--- config.mk ---
export PLATFORM = sky130hd
export DESIGN_NAME = id_imm_stage
export DESIGN_NICKNAME = d
export VERILOG_FILES = /design/src/rtl/id_imm_stage_pkg.sv /design/src/rtl/id_imm_decode.sv /design/src/rtl/id_imm_stage.sv
export SDC_FILE = /design/constraint.sdc
export NUM_CORES = 1
export LEC_CHECK = 0
export CORE_MARGIN = 2
export CORE_UTILIZATION = 45
export CTS_CLUSTER_SIZE = 8
export DETAILED_ROUTE_END_ITERATION = 7
export GPL_TIMING_DRIVEN = 1
export MAX_ROUTING_LAYER = met4
export PLACE_DENSITY = 0.76
export SYNTH_ARGS = -nofsm -noshare
export SYNTH_HDL_FRONTEND = slang
export SYNTH_SLANG_ARGS = --single-unit
export TNS_END_PERCENT = 50
--- constraint.sdc ---
create_clock -name clk -period 2.9 [get_ports clk]
set_input_delay 0.58 -clock clk [delete_from_list [all_inputs] [get_ports clk]]
set_output_delay 0.58 -clock clk [all_outputs]
set_load 0.01 [all_outputs]
--- src/rtl/id_imm_stage_pkg.sv ---
// Shared definitions for the IF/ID stage: base opcodes, raw immediate
// field widths and the skid-buffer occupancy states.
package id_imm_stage_pkg;

  localparam logic [6:0] OPC_LOAD    = 7'b0000011;
  localparam logic [6:0] OPC_OPIMM   = 7'b0010011;
  localparam logic [6:0] OPC_OPIMM32 = 7'b0011011;
  localparam logic [6:0] OPC_JALR    = 7'b1100111;
  localparam logic [6:0] OPC_SYSTEM  = 7'b1110011;
  localparam logic [6:0] OPC_STORE   = 7'b0100011;
  localparam logic [6:0] OPC_BRANCH  = 7'b1100011;
  localparam logic [6:0] OPC_LUI     = 7'b0110111;
  localparam logic [6:0] OPC_AUIPC   = 7'b0010111;
  localparam logic [6:0] OPC_JAL     = 7'b1101111;
  localparam logic [6:0] OPC_OP      = 7'b0110011;
  localparam logic [6:0] OPC_OP32    = 7'b0111011;

  // Raw field widths shared with the sign-extension unit
  localparam int unsigned IMM1_LEN = 12;
  localparam int unsigned IMM2_LEN = 20;

  typedef enum logic [1:0] {
    ST_EMPTY = 2'd0,
    ST_ONE   = 2'd1,
    ST_TWO   = 2'd2
  } state_e;

  typedef struct packed {
    logic [4:0]          rs1;
    logic [4:0]          rs2;
    logic [4:0]          rd;
    logic                immsel;
    logic [IMM1_LEN-1:0] imm1;
    logic [IMM2_LEN-1:0] imm2;
    logic                shl1;
    logic                illegal;
  } dec_t;

endpackage

--- src/rtl/id_imm_decode.sv ---
// Combinational instruction decoder: register indices, instruction format
// and the raw (unextended) immediate fields.
module id_imm_decode
  import id_imm_stage_pkg::*;
(
  input  logic [31:0]          inst_i,
  output logic [4:0]           rs1_o,
  output logic [4:0]           rs2_o,
  output logic [4:0]           rd_o,
  output logic                 immsel_o,
  output logic [IMM1_LEN-1:0]  imm1_o,
  output logic [IMM2_LEN-1:0]  imm2_o,
  output logic                 shl1_o,
  output logic                 illegal_o
);

  logic [6:0] opc;

  assign opc   = inst_i[6:0];
  assign rs1_o = inst_i[19:15];
  assign rs2_o = inst_i[24:20];
  assign rd_o  = inst_i[11:7];

  always_comb begin
    immsel_o  = 1'b1;
    imm1_o    = '0;
    imm2_o    = '0;
    shl1_o    = 1'b0;
    illegal_o = 1'b0;
    if (inst_i[1:0] != 2'b11) begin
      illegal_o = 1'b1;
    end else begin
      case (opc)
        OPC_LOAD, OPC_OPIMM, OPC_OPIMM32, OPC_JALR, OPC_SYSTEM: begin
          imm1_o = inst_i[31:20];
        end
        OPC_STORE: begin
          imm1_o = {inst_i[31:25], inst_i[11:7]};
        end
        OPC_BRANCH: begin
          imm1_o = {inst_i[31], inst_i[7], inst_i[30:25], inst_i[11:8]};
          shl1_o = 1'b1;
        end
        OPC_LUI, OPC_AUIPC: begin
          immsel_o = 1'b0;
          imm2_o   = inst_i[31:12];
        end
        OPC_JAL: begin
          immsel_o = 1'b0;
          imm2_o   = {inst_i[31], inst_i[19:12], inst_i[20], inst_i[30:21]};
          shl1_o   = 1'b1;
        end
        OPC_OP, OPC_OP32: begin
          imm1_o = '0;
        end
        default: begin
          illegal_o = 1'b1;
        end
      endcase
    end
  end

endmodule

--- src/rtl/id_imm_stage.sv ---
// IF/ID pipeline stage: 2-entry skid buffer of decoded fetch bundles.
// Decode happens at the input so every output is driven from a flop.
module id_imm_stage
  import id_imm_stage_pkg::*;
#(
  parameter int unsigned XLEN = 64,
  parameter int unsigned ILEN = 32
) (
  input  logic                clk,
  input  logic                rst,
  input  logic                in_valid_i,
  output logic                in_ready_o,
  input  logic [XLEN-1:0]     pc_i,
  input  logic [ILEN-1:0]     inst_i,
  input  logic                flush_i,
  output logic                out_valid_o,
  input  logic                out_ready_i,
  output logic [XLEN-1:0]     pc_o,
  output logic [ILEN-1:0]     inst_o,
  output logic [4:0]          rs1_o,
  output logic [4:0]          rs2_o,
  output logic [4:0]          rd_o,
  output logic                immsel_o,
  output logic [IMM1_LEN-1:0] imm1_o,
  output logic [IMM2_LEN-1:0] imm2_o,
  output logic                imm_shl1_o,
  output logic                illegal_o
);

  typedef struct packed {
    logic [XLEN-1:0] pc;
    logic [ILEN-1:0] inst;
    dec_t            dec;
  } entry_t;

  state_e state_q, state_d;
  entry_t head_q, head_d;
  entry_t skid_q, skid_d;
  entry_t in_entry;
  logic   in_ready_q, in_ready_d;
  logic   out_valid_q, out_valid_d;
  logic   in_fire, out_fire;

  id_imm_decode u_decode (
    .inst_i    (inst_i[31:0]),
    .rs1_o     (in_entry.dec.rs1),
    .rs2_o     (in_entry.dec.rs2),
    .rd_o      (in_entry.dec.rd),
    .immsel_o  (in_entry.dec.immsel),
    .imm1_o    (in_entry.dec.imm1),
    .imm2_o    (in_entry.dec.imm2),
    .shl1_o    (in_entry.dec.shl1),
    .illegal_o (in_entry.dec.illegal)
  );

  assign in_entry.pc   = pc_i;
  assign in_entry.inst = inst_i;

  assign in_fire  = in_valid_i & in_ready_q;
  assign out_fire = out_valid_q & out_ready_i;

  always_comb begin
    state_d = state_q;
    head_d  = head_q;
    skid_d  = skid_q;
    if (flush_i) begin
      state_d = ST_EMPTY;
    end else begin
      case (state_q)
        ST_EMPTY: begin
          if (in_fire) begin
            state_d = ST_ONE;
            head_d  = in_entry;
          end
        end
        ST_ONE: begin
          if (in_fire && out_fire) begin
            head_d = in_entry;
          end else if (in_fire) begin
            state_d = ST_TWO;
            skid_d  = in_entry;
          end else if (out_fire) begin
            state_d = ST_EMPTY;
          end
        end
        ST_TWO: begin
          // in_ready is low here, so only a drain can occur
          if (out_fire) begin
            state_d = ST_ONE;
            head_d  = skid_q;
          end
        end
        default: state_d = ST_EMPTY;
      endcase
    end
    in_ready_d  = (state_d != ST_TWO);
    out_valid_d = (state_d != ST_EMPTY);
  end

  always_ff @(posedge clk or negedge rst) begin
    if (!rst) begin
      state_q     <= ST_EMPTY;
      head_q      <= '0;
      skid_q      <= '0;
      in_ready_q  <= 1'b0;
      out_valid_q <= 1'b0;
    end else begin
      state_q     <= state_d;
      head_q      <= head_d;
      skid_q      <= skid_d;
      in_ready_q  <= in_ready_d;
      out_valid_q <= out_valid_d;
    end
  end

  assign in_ready_o  = in_ready_q;
  assign out_valid_o = out_valid_q;
  assign pc_o        = head_q.pc;
  assign inst_o      = head_q.inst;
  assign rs1_o       = head_q.dec.rs1;
  assign rs2_o       = head_q.dec.rs2;
  assign rd_o        = head_q.dec.rd;
  assign immsel_o    = head_q.dec.immsel;
  assign imm1_o      = head_q.dec.imm1;
  assign imm2_o      = head_q.dec.imm2;
  assign imm_shl1_o  = head_q.dec.shl1;
  assign illegal_o   = head_q.dec.illegal;

endmodule

### Word level (Yosys, flattened, before mapping)

Index checks and enable logic that the tools add are counted.

| word-level totals | value |
|---|---|
| output and inout bits | 148 |
| register bits | 296 |
| word-level logic and storage cells | 78 |
| input bits | 101 |

| operators by class | value |
|---|---|
| equal/unequal tests | 19 |
| reductions and logical operators | 11 |
| multiplexer cells | 21 |
| bitwise operators | 4 |

Operators by type and width:

| kind | number |
|---|---|
| $mux W146 | 3 |
| $pmux W146 S3 | 1 |
| $pmux W20 S2 | 1 |
| $pmux W12 S3 | 1 |
| $eq A7 B6 Y1 const B | 4 |
| $eq A7 B7 Y1 const B | 4 |
| $eq A7 B5 Y1 const B | 3 |
| $mux W20 | 1 |
| $mux W12 | 1 |
| $mux W2 | 6 |
| $reduce_or A12 Y1 | 1 |
| $ne A2 B2 Y1 const B | 5 |
| $eq A7 B2 Y1 const B | 1 |
| $mux W1 | 6 |
| $pmux W2 S3 | 1 |
| $reduce_and A5 Y1 | 1 |
| $reduce_or A5 Y1 | 1 |
| $reduce_and A4 Y1 | 1 |
| $reduce_or A2 Y1 | 2 |
| $reduce_bool A3 Y1 | 1 |
| $reduce_or A3 Y1 | 1 |
| $and A1 B1 Y1 | 2 |
| $eq A2 B1 Y1 const B | 1 |
| $eq A2 B2 Y1 const B | 1 |
| 4 further kinds | 5 |

### Depth between registers and ports, before layout

Gate-level depths: netlist of the first run.

| logic depth | value |
|---|---|
| depth after elaboration | 7 |
| gate-level depth with buffers | 8 |
| gate-level depth less buffers | 5 |

### Hierarchy

A second synthesis of the first run with hierarchy kept.

| second synthesis, totals | value |
|---|---|
| cell total of the unflattened synthesis | 892 |
| area, all modules | 13482.9 µm² |

By module, submodules not included:

| module | seq. area each (µm²) | cells each | times used | area each (µm²) |
|---|---|---|---|---|
| id_imm_stage | 7407.1 | 801 | 1 | 12778.5 |
| id_imm_decode | 0.0 | 91 | 1 | 704.4 |

### Worst setup path before layout of the first run

No wires, ideal clock.

| path | value |
|---|---|
| path kind | in2reg |
| start point | in in_valid_i |
| end point | reg skid_q[100] in the netlist's numbering |
| setup time | 128 ps |
| stages on the path | 6 |
| buffers on the path | 2 |
| data required time | 2772 ps |
| setup slack | 1075 ps |
| arrival time | 1698 ps |
| cell sequence | and3b_1 and2_1 nand2_1 buf_2 buf_4 mux2_1 |

| on the way | value |
|---|---|
| word-level cells in the longest chain between the ends | 4 |

Ends and longest elaborated chain:

| element | RTL line | source |
|---|---|---|
| start: declaration | id_imm_stage.sv:11 | `input logic in_valid_i,` |
| $and A1 B1 Y1 * | id_imm_stage.sv:59 | `assign in_fire = in_valid_i & in_ready_q;` |
| $logic_and A1 B1 Y1 | id_imm_stage.sv:77 | `if (in_fire && out_fire) begin` |
| $not A1 Y1 (no line) | n/a |  |
| $reduce_and A4 Y1 (no line) * | n/a |  |
| end signal: assignment | id_imm_stage.sv:110 | `skid_q <= skid_d;` |
| end: declaration | id_imm_stage.sv:38 | `entry_t skid_q, skid_d;` |

Every way passes the cells marked *; elsewhere a longest branch is shown, timed or not.
A chain may end at the register's enable or synchronous reset.

### Final worst setup path of the first run

| path | value |
|---|---|
| start point | reg state_q[1] |
| end point | reg head_q (netlist bit imm1_o[4]) |

| on the way | value |
|---|---|
| word-level cells in the longest chain between the ends | 3 |
| elaborated cells between the ends (all ways) | 9 |
| those cells by class | eq/ne: 5; mux: 1; reduce/logical: 3 |

Ends and longest elaborated chain:

| element | RTL line | source |
|---|---|---|
| start: declaration | id_imm_stage.sv:36 | `state_e state_q, state_d;` |
| start signal: assignment | id_imm_stage.sv:108 | `state_q <= state_d;` |
| $eq A2 B1 Y1 (tied with other cells) | id_imm_stage.sv:69 | `case (state_q)` |
| $ne A2 B2 Y1 (no line) or $reduce_bool A3 Y1 (tied branches) | n/a |  |
| $reduce_and A5 Y1 (no line) | n/a |  |
| end signal: assignment | id_imm_stage.sv:103 | `head_q <= '0;` |
| end signal: assignment | id_imm_stage.sv:109 | `head_q <= head_d;` |
| end: declaration | id_imm_stage.sv:37 | `entry_t head_q, head_d;` |

Several ways; a longest one is shown, not always the timed one.

==> results.txt, run 1 <==
outcome -> finished clean
Max Cap Violations -> 0
Vias -> 9018
most common cell after layout, fill and taps aside -> dfrtp_1
vias in the first global route -> 8910
first-pass GRT wire length -> 46200 um
port bufs -> 248
CTS H-Tree Depth -> 2
Antenna diodes -> 0
worst-path fanout max -> 15
Synth Warn # -> 0
total CTS buffers -> 39
Syn Inst Count -> 1112
final setup fails -> 0
relative slew slack -> 0.512
most frequent cells in the layout -> dfrtp_1, clkdlybuf4s50_1, nand2_1
Detailed Place HPWL -> 19200 um
Routed WL -> 29200 um
Syn Std Cell Area -> 11600 um^2
RSZ-0062 raised after global routing -> false
layout net count -> 1432
worst-case clock buffer depth -> 3
final hold vios -> 0
GRT busiest layer -> met2
peak supply drop -> 436 uV
arrival time at the worst endpoint -> 2.62 ns
Die Y -> 164 um
Final Non-Filler Cells -> 1662
Synth Net Count -> 1213
CTS tree -> yes
CTS root buf -> clkbuf_16
Tcrit/Tclk final -> 0.761
design area -> 15400 um^2
post-layout min period -> 2.21 ns
DR vias/cell -> 5.43
HP Class -> flop to flop
pwr dens -> 819 nW/um^2
placed cell area -> 14300 um^2
# IOs -> 249
Reg2Reg Depth -> 5
CP startpoint kind -> flop
Max Fclk -> 453 MHz
Reg clk slew, reported paths -> 0.05 ns
DRC errors left -> 0
Routed Antenna Nets -> 0
GRT met2 Usage -> 0.342
Layout area overhead -> 32.6%
GR Layer Usage met3 -> 0.0563
CORE AREA -> 25300 um^2
GRT Total Usage -> 0.221
CP Capture Type -> flop
initial drt markers -> 777
worst slack at placement -> 0.263 ns
CP Class -> flop to flop
fin. max-slew vios -> 0
antenna violations before repair -> 0
count of cells along the worst hold path -> 2
Least-Margin Pin Slew -> 0.732 ns
fraction of layout cells with a size suffix above 1 -> 0.0826
placed cells -> 1619
overall power -> 12.6 mW
GP Congestion -> 0.809
Clock Sinks -> 266
setup ws final -> 0.693 ns
count of different cell masters after synthesis -> 41
Layout Utilization -> 0.608
Syn Area/Cell -> 10.4 um^2
sequential share of the synthesized area -> 0.575
FP Rows -> 58
setup bufs post-CTS -> 0
Setup Skew -> 0.0157 ns
initial core utilization -> 0.459
Fin Hold WS -> 0.479 ns
die area -> 27000 um^2
Static Leak -> 6.62 nW
Clk Latency, worst-skew pair -> 0.51 ns
reg2reg setup slack -> 0.69 ns
die width -> 164 um
synthesized flop and latch total -> 266
total global routing overflow -> 0
drt pass-1 iters -> 5
Post-Route Setup TNS -> 0 ns
pin count of the biggest net entering global routing -> 89
met1 Use GR -> 0.292
CP required -> 3.31 ns
WL per Instance -> 17.6 um
[synthesized netlist by cell type (all sizes together)]
cell	count	area, um^2
mux2i	5	50.1
and2	2	12.5
nor2	128	480
nand4b	1	8.76
o21ai	41	205
nand2b	2	12.5
a21oi	32	175
nor2b	1	6.26
nor4	4	55.1
or3	1	11.3
nor4b	2	38.8
inv	1	3.75
a21o	2	15.0
nand4	1	6.26
a31oi	97	607
dfrtp	266	6660
xnor2	1	8.76
clkbuf	28	105
buf	70	423
and3b	2	17.5
nand3	13	65.1
a22oi	25	188
nor3	3	15.0
o211ai	12	120
o31ai	1	7.51
o21a	4	30.0
a211oi	1	7.51
nand2	249	940
mux2	115	1300
o21bai	2	18.8
[report_power, final]
part / total [mW] / switching (mW) / internal, mW
logic: 3.15 / 1.37 / 1.79
registers: 5.50 / 0.636 / 4.86
clock network: 3.93 / 1.47 / 2.46
total: 12.6 / 3.48 / 9.11
[kinds of logic after synthesis]
logic type      count (synthesis)  share of synthesized area
simple gates                  409                      0.144
xor+xnor                        1                   0.000756
flops                         266                      0.575
buf+inv                        99                     0.0459
compound gates                217                      0.119
mux                           120                      0.116
[final cells by class]
| type | count | area (um^2) |
|---|---|---|
| tap | 330 | 413 |
| inverter | 1 | 3.75 |
| sequential | 266 | 6660 |
| fill | 2025 | 9890 |
| clock inverter | 1 | 8.76 |
| timing repair buffer | 276 | 2830 |
| multi-input combinational | 747 | 4430 |
| clock buffer | 41 | 1030 |
[worst paths after layout]
| check | start | end |
|---|---|---|
| worst max-delay path | state_q[1] | imm1_o[4] |
| worst min-delay path | skid_q[21] | skid_q[21] |
| worst max register to register | state_q[1] | imm1_o[4] |
| worst min register to register | skid_q[21] | skid_q[21] |
| max in group asynchronous | rst | skid_q[94] |
| min in group asynchronous | rst | pc_o[57] |
[critical path, cell delays in order, from the launching register on]
cell and delay (ns):
dfrtp_1 0.41, nor2b_4 0.44, o21bai_2 0.17, a21oi_4 0.36
nand2_1 0.42, o211ai_1 0.32
[layer usage]
metal,vias up,part of all wire
met2,319,0.46
met3,50,0.078
met5,-,0
met1,4419,0.44
li1,4230,-
met4,0,0.019
[what timing repair did]
item,CTS,global route
gates resized for setup,0,0
hold endpoints to repair,31,0
hold buffers,1,0
[registers in the layout, indices dropped and copies added (netlist names)]
register,flops
illegal_o,1
imm1_o,12
imm2_o,20
imm_shl1_o,1
immsel_o,1
in_ready_o,1
inst_o,32
out_valid_o,1
pc_o,64
skid_q,131
state_q,2
Power figures use the tool's default switching activity.
==> inputs of run 2 (changes only) <==
- PLACE_DENSITY: 0.76 -> 0.79
- clock period: 2.9 -> 1.98 ns (I/O delays scaled with it)
==> run 2 against run 1 <==
Wire length increased by 6.7%; sequential cell count unchanged; register-to-register slack got worse by 0.54 ns; non-clock buffer count increased by 42; core utilization increased by 1.7 points; via count increased by 4.2%.
==> results.txt, run 2 (synthesis results as in run 1) <==
outcome -> finished clean
peak supply drop -> 776 uV
Logic pwr share -> 0.257
DRC errors left -> 0
Pint -> 13.3 mW
WL per Instance -> 18.3 um
CTS H-Tree Depth -> 2
total net switching power -> 5.32 mW
drt pass-1 iters -> 5
Layout Utilization -> 0.625
CP Class -> flop to primary output
FP Rows -> 58
overall power -> 18.7 mW
GR Layer Usage met3 -> 0.0568
# IOs -> 249
DR vias/cell -> 5.51
CP startpoint kind -> flop
post-layout min period -> 1.92 ns
largest reg by FF count -> skid_q
total global routing overflow -> 0
met1 Use GR -> 0.299
Clk Latency, worst-skew pair -> 0.52 ns
arrival time at the worst endpoint -> 1.53 ns
relative slew slack -> 0.622
Routed Antenna Nets -> 0
Layout area overhead -> 36.3%
RSZ-0062 raised after global routing -> false
CTS root buf -> clkbuf_16
fraction of layout cells with a size suffix above 1 -> 0.111
Max Cap Violations -> 0
vias in the first global route -> 9524
most common cell after layout, fill and taps aside -> dfrtp_1
CP top delay family -> buffers and inverters
die width -> 164 um
CTS tree -> yes
total CTS buffers -> 39
sw frac -> 0.285
CTS resizes -> 0
Tcrit/Tclk final -> 0.971
HP Class -> input pin to async pin
Clock Sinks -> 266
Levels on crit path -> 1
reg2reg setup slack -> 0.15 ns
CORE AREA -> 25300 um^2
Detailed Place HPWL -> 20800 um
die area -> 27000 um^2
worst-case clock buffer depth -> 3
Routed WL -> 31200 um
GP Congestion -> 0.831
sequential power share -> 0.432
Reg2Reg Depth -> 7
port bufs -> 248
GRT met2 Usage -> 0.384
Clock power frac -> 0.311
antenna violations before repair -> 0
max FFs per register -> 131
Static Leak -> 6.84 nW
most frequent cells in the layout -> dfrtp_1, clkdlybuf4s50_1, nand2_1
Vias -> 9399
Antenna diodes -> 0
Worst path max stage delay -> 0.66 ns
Reg clk slew, reported paths -> 0.05 ns
CP Capture Type -> primary output
final hold vios -> 0
Critical-path top delay cell -> clkdlybuf4s50_1
initial core utilization -> 0.459
Max Fclk -> 520 MHz
GRT Total Usage -> 0.236
layout net count -> 1474
filler instances -> 1991
CP bufs+invs -> 1
fin. max-slew vios -> 0
initial drt markers -> 853
GRT busiest layer -> met2
Least-Margin Pin Slew -> 0.567 ns
Setup Skew -> 0.0117 ns
pwr dens -> 1180 nW/um^2
Die Y -> 164 um
final setup fails -> 0
worst-path fanout max -> 2
worst path cell trace -> clkdlybuf4s50_1
CP required -> 1.58 ns
first-pass GRT wire length -> 49300 um
pin count of the biggest net entering global routing -> 115
==> run 2: cell types whose count changed in the layout (fill, tap and decap cells not counted), sizes merged <==
cell,previous run,this run
buf,28,69
inv,1,2
clkinv,1,3
clkbuf,41,40
==> run 2: worst paths after layout <==
| kind | from | end |
|---|---|---|
| worst max-delay path | imm2_o[18] | imm2_o[18] |
| worst min-delay path | rst | pc_o[62] |
| worst max register to register | state_q[1] | imm1_o[1] |
| worst min register to register | skid_q[34] | skid_q[34] |
| max in group asynchronous | rst | skid_q[99] |
| min in group clk | pc_i[38] | pc_o[38] |
==> run 2: power by group through the flow <==
| stage | clock network (mW) | registers [mW] | logic, mW |
|---|---|---|---|
| floorplan | 0 | 8.24 | 2.02 |
| global placement | 0 | 8.02 | 4.66 |
| detailed placement | 0 | 8.13 | 4.80 |
| CTS | 5.92 | 8.07 | 4.84 |
| global route | 6.20 | 8.26 | 5.24 |
| finish | 5.80 | 8.06 | 4.79 |
==> run 2: through the flow <==
step / hold WS [ns] / setup slack (ns) / cells / cell area, um^2 / TNS (ns)
global route: 0.406 / 0.0209 / 1705 / 15800 / 0
floorplan: 0.100 / 0.288 / 1112 / 11600 / 0
finish: 0.381 / 0.0573 / 1705 / 15800 / 0
global placement: 0.324 / -0.219 / 1659 / 14700 / -35.53
CTS: 0.379 / 0.0469 / 1703 / 15800 / 0
detailed placement: 0.324 / -0.299 / 1659 / 14700 / -40.41
==> run 2: timing repair <==
action	4_1_cts	5_1_grt
setup endpoints to repair	0	1
buffers inserted	0	1
endpoints found under the hold margin	36	0
hold buffers	1	0
==> run 2: area by class of cell <==
type / count / area, um^2 / area share
tap: 330 / 413 / 0.0262
multi-input combinational: 747 / 4430 / 0.281
timing repair buffer: 318 / 3250 / 0.206
clock inverter: 4 / 61.3 / 0.00388
clock buffer: 39 / 976 / 0.0618
sequential: 266 / 6660 / 0.422
inverter: 1 / 3.75 / 0.000238
==> run 2: metal layers <==
metal,wire length (um),share of wire
met4,754,0.024
met5,0,0
met1,12800,0.41
met3,2600,0.083
met2,15000,0.48
==> inputs of run 3 (changes only) <==
- CORE_ASPECT_RATIO: not set -> 0.75
==> run 3 against run 2 <==
Sequential share of layout area barely moved; fmax grew 1.6%; setup slack improved by 0.031 ns; via count is 1.4% lower; critical path depth unchanged; largest power group unchanged; critical endpoint is now imm2_o[9]; worst hold slack better by 0.062 ns; die area about the same.
==> results.txt, run 3 (synthesis results as in run 1) <==
outcome -> finished clean
total global routing overflow -> 0
Setup Skew -> 0.0184 ns
fin. max-slew vios -> 0
Clock Sinks -> 266
Detailed Place HPWL -> 21700 um
Die Y -> 143 um
Tcrit/Tclk final -> 0.955
vias in the first global route -> 9393
sequential power share -> 0.432
setup ws final -> 0.0881 ns
arrival time at the worst endpoint -> 1.50 ns
total net switching power -> 5.24 mW
worst path cell trace -> clkdlybuf4s50_1
Least-Margin Pin Slew -> 0.551 ns
CP Class -> flop to primary output
most frequent cells in the layout -> dfrtp_1, nand2_1, clkdlybuf4s50_1
drt pass-1 iters -> 5
total CTS buffers -> 39
CTS tree -> yes
first-pass GRT wire length -> 49600 um
Antenna diodes -> 0
final hold vios -> 0
Clk Latency, worst-skew pair -> 0.51 ns
CTS H-Tree Depth -> 2
Critical-path top delay cell -> clkdlybuf4s50_1
wire length on met3 -> 2810 um
initial drt markers -> 486
CP bufs+invs -> 1
pwr dens -> 1180 nW/um^2
placed cell area -> 14800 um^2
DR vias/cell -> 5.40
fraction of layout cells with a size suffix above 1 -> 0.112
setup bufs post-CTS -> 0
worst-path fanout max -> 2
GP Congestion -> 0.880
DRC errors left -> 0
CORE AREA -> 25100 um^2
Pint -> 13.4 mW
Max Cap Violations -> 0
Layout area overhead -> 36.4%
GRT Total Usage -> 0.237
port bufs -> 248
Static Leak -> 6.85 nW
Logic pwr share -> 0.257
initial core utilization -> 0.461
CP startpoint kind -> flop
CTS root buf -> clkbuf_16
Met1 Wirelength -> 13300 um
relative slew slack -> 0.633
Top Layer Used -> met4
CP Capture Type -> primary output
routed wl met2 -> 14300 um
Reg clk slew, reported paths -> 0.05 ns
max FFs per register -> 131
Routed Antenna Nets -> 0
final setup fails -> 0
CP required -> 1.58 ns
pin count of the biggest net entering global routing -> 115
Clock power frac -> 0.311
antenna violations before repair -> 0
Max Fclk -> 529 MHz
FP Rows -> 50
post-layout min period -> 1.89 ns
Routed WL -> 30900 um
largest reg by FF count -> skid_q
RSZ-0062 raised after global routing -> false
# IOs -> 249
design area -> 15800 um^2
WL per Instance -> 18.0 um
Worst path max stage delay -> 0.63 ns
sw frac -> 0.280
most common cell after layout, fill and taps aside -> dfrtp_1
layout net count -> 1477
CP top delay family -> buffers and inverters
worst slack at placement -> -0.269 ns
filler instances -> 2003
Vias -> 9271
worst-case clock buffer depth -> 3
die area -> 27100 um^2
peak supply drop -> 794 uV
die width -> 189 um
HP Class -> input pin to async pin
run 3: timing repair:
item                                   CTS  global route
setup endpoints to repair                1            15
endpoints found under the hold margin   49             0
hold buffers                             1             0
pin swaps                                0             1
resized for setup                        1             1
run 3: path summary, 6_finish.rpt:
| kind | start | endpoint | slack (ns) | cells past startpoint |
|---|---|---|---|---|
| worst min register to register | skid_q[20] | skid_q[20] | 0.48 | 2 |
| worst max register to register | state_q[1] | inst_o[18] | 0.14 | 7 |
| max in group asynchronous | rst | inst_o[18] | 0.89 | 3 |
| min in group clk | pc_i[3] | pc_o[3] | 0.48 | 3 |
| worst min-delay path | rst | inst_o[7] | 0.44 | 2 |
| worst max-delay path | imm2_o[9] | imm2_o[9] | 0.09 | 1 |
run 3: routing by layer:
layer	GRT usage	up-vias
met2	0.370	315
met5	-	-
met4	0.0600	0
li1	-	4332
met1	0.305	4573
met3	0.0727	51
run 3: through the flow:
step | cells | hold WS (ns) | total power [mW] | util | TNS (ns)
floorplan | 1112 | 0.100 | 10.3 | - | 0
global placement | 1672 | 0.379 | 12.7 | 0.587 | -34.13
detailed placement | 1672 | 0.375 | 13.0 | 0.587 | -40.64
CTS | 1716 | 0.450 | 18.9 | 0.628 | 0
global route | 1716 | 0.466 | 19.7 | 0.628 | 0
finish | 1716 | 0.443 | 18.7 | 0.628 | 0
run 3: layout make-up:
class	instances	area [um^2]	area share
Multi-Input combinational cell	747	4430	0.280
Tap cell	338	423	0.0268
Inverter	1	3.75	0.000238
Clock inverter	1	7.51	0.000475
Clock buffer	42	1030	0.0652
Timing Repair Buffer	321	3250	0.206
Sequential cell	266	6660	0.421
run 3: power groups by stage:
stage	Sequential [mW]	Clock (mW)	Combinational, mW
global route	8.27	6.18	5.20
global placement	8.04	0	4.68
detailed placement	8.14	0	4.84
CTS	8.08	5.96	4.85
floorplan	8.24	0	2.02
finish	8.08	5.81	4.79
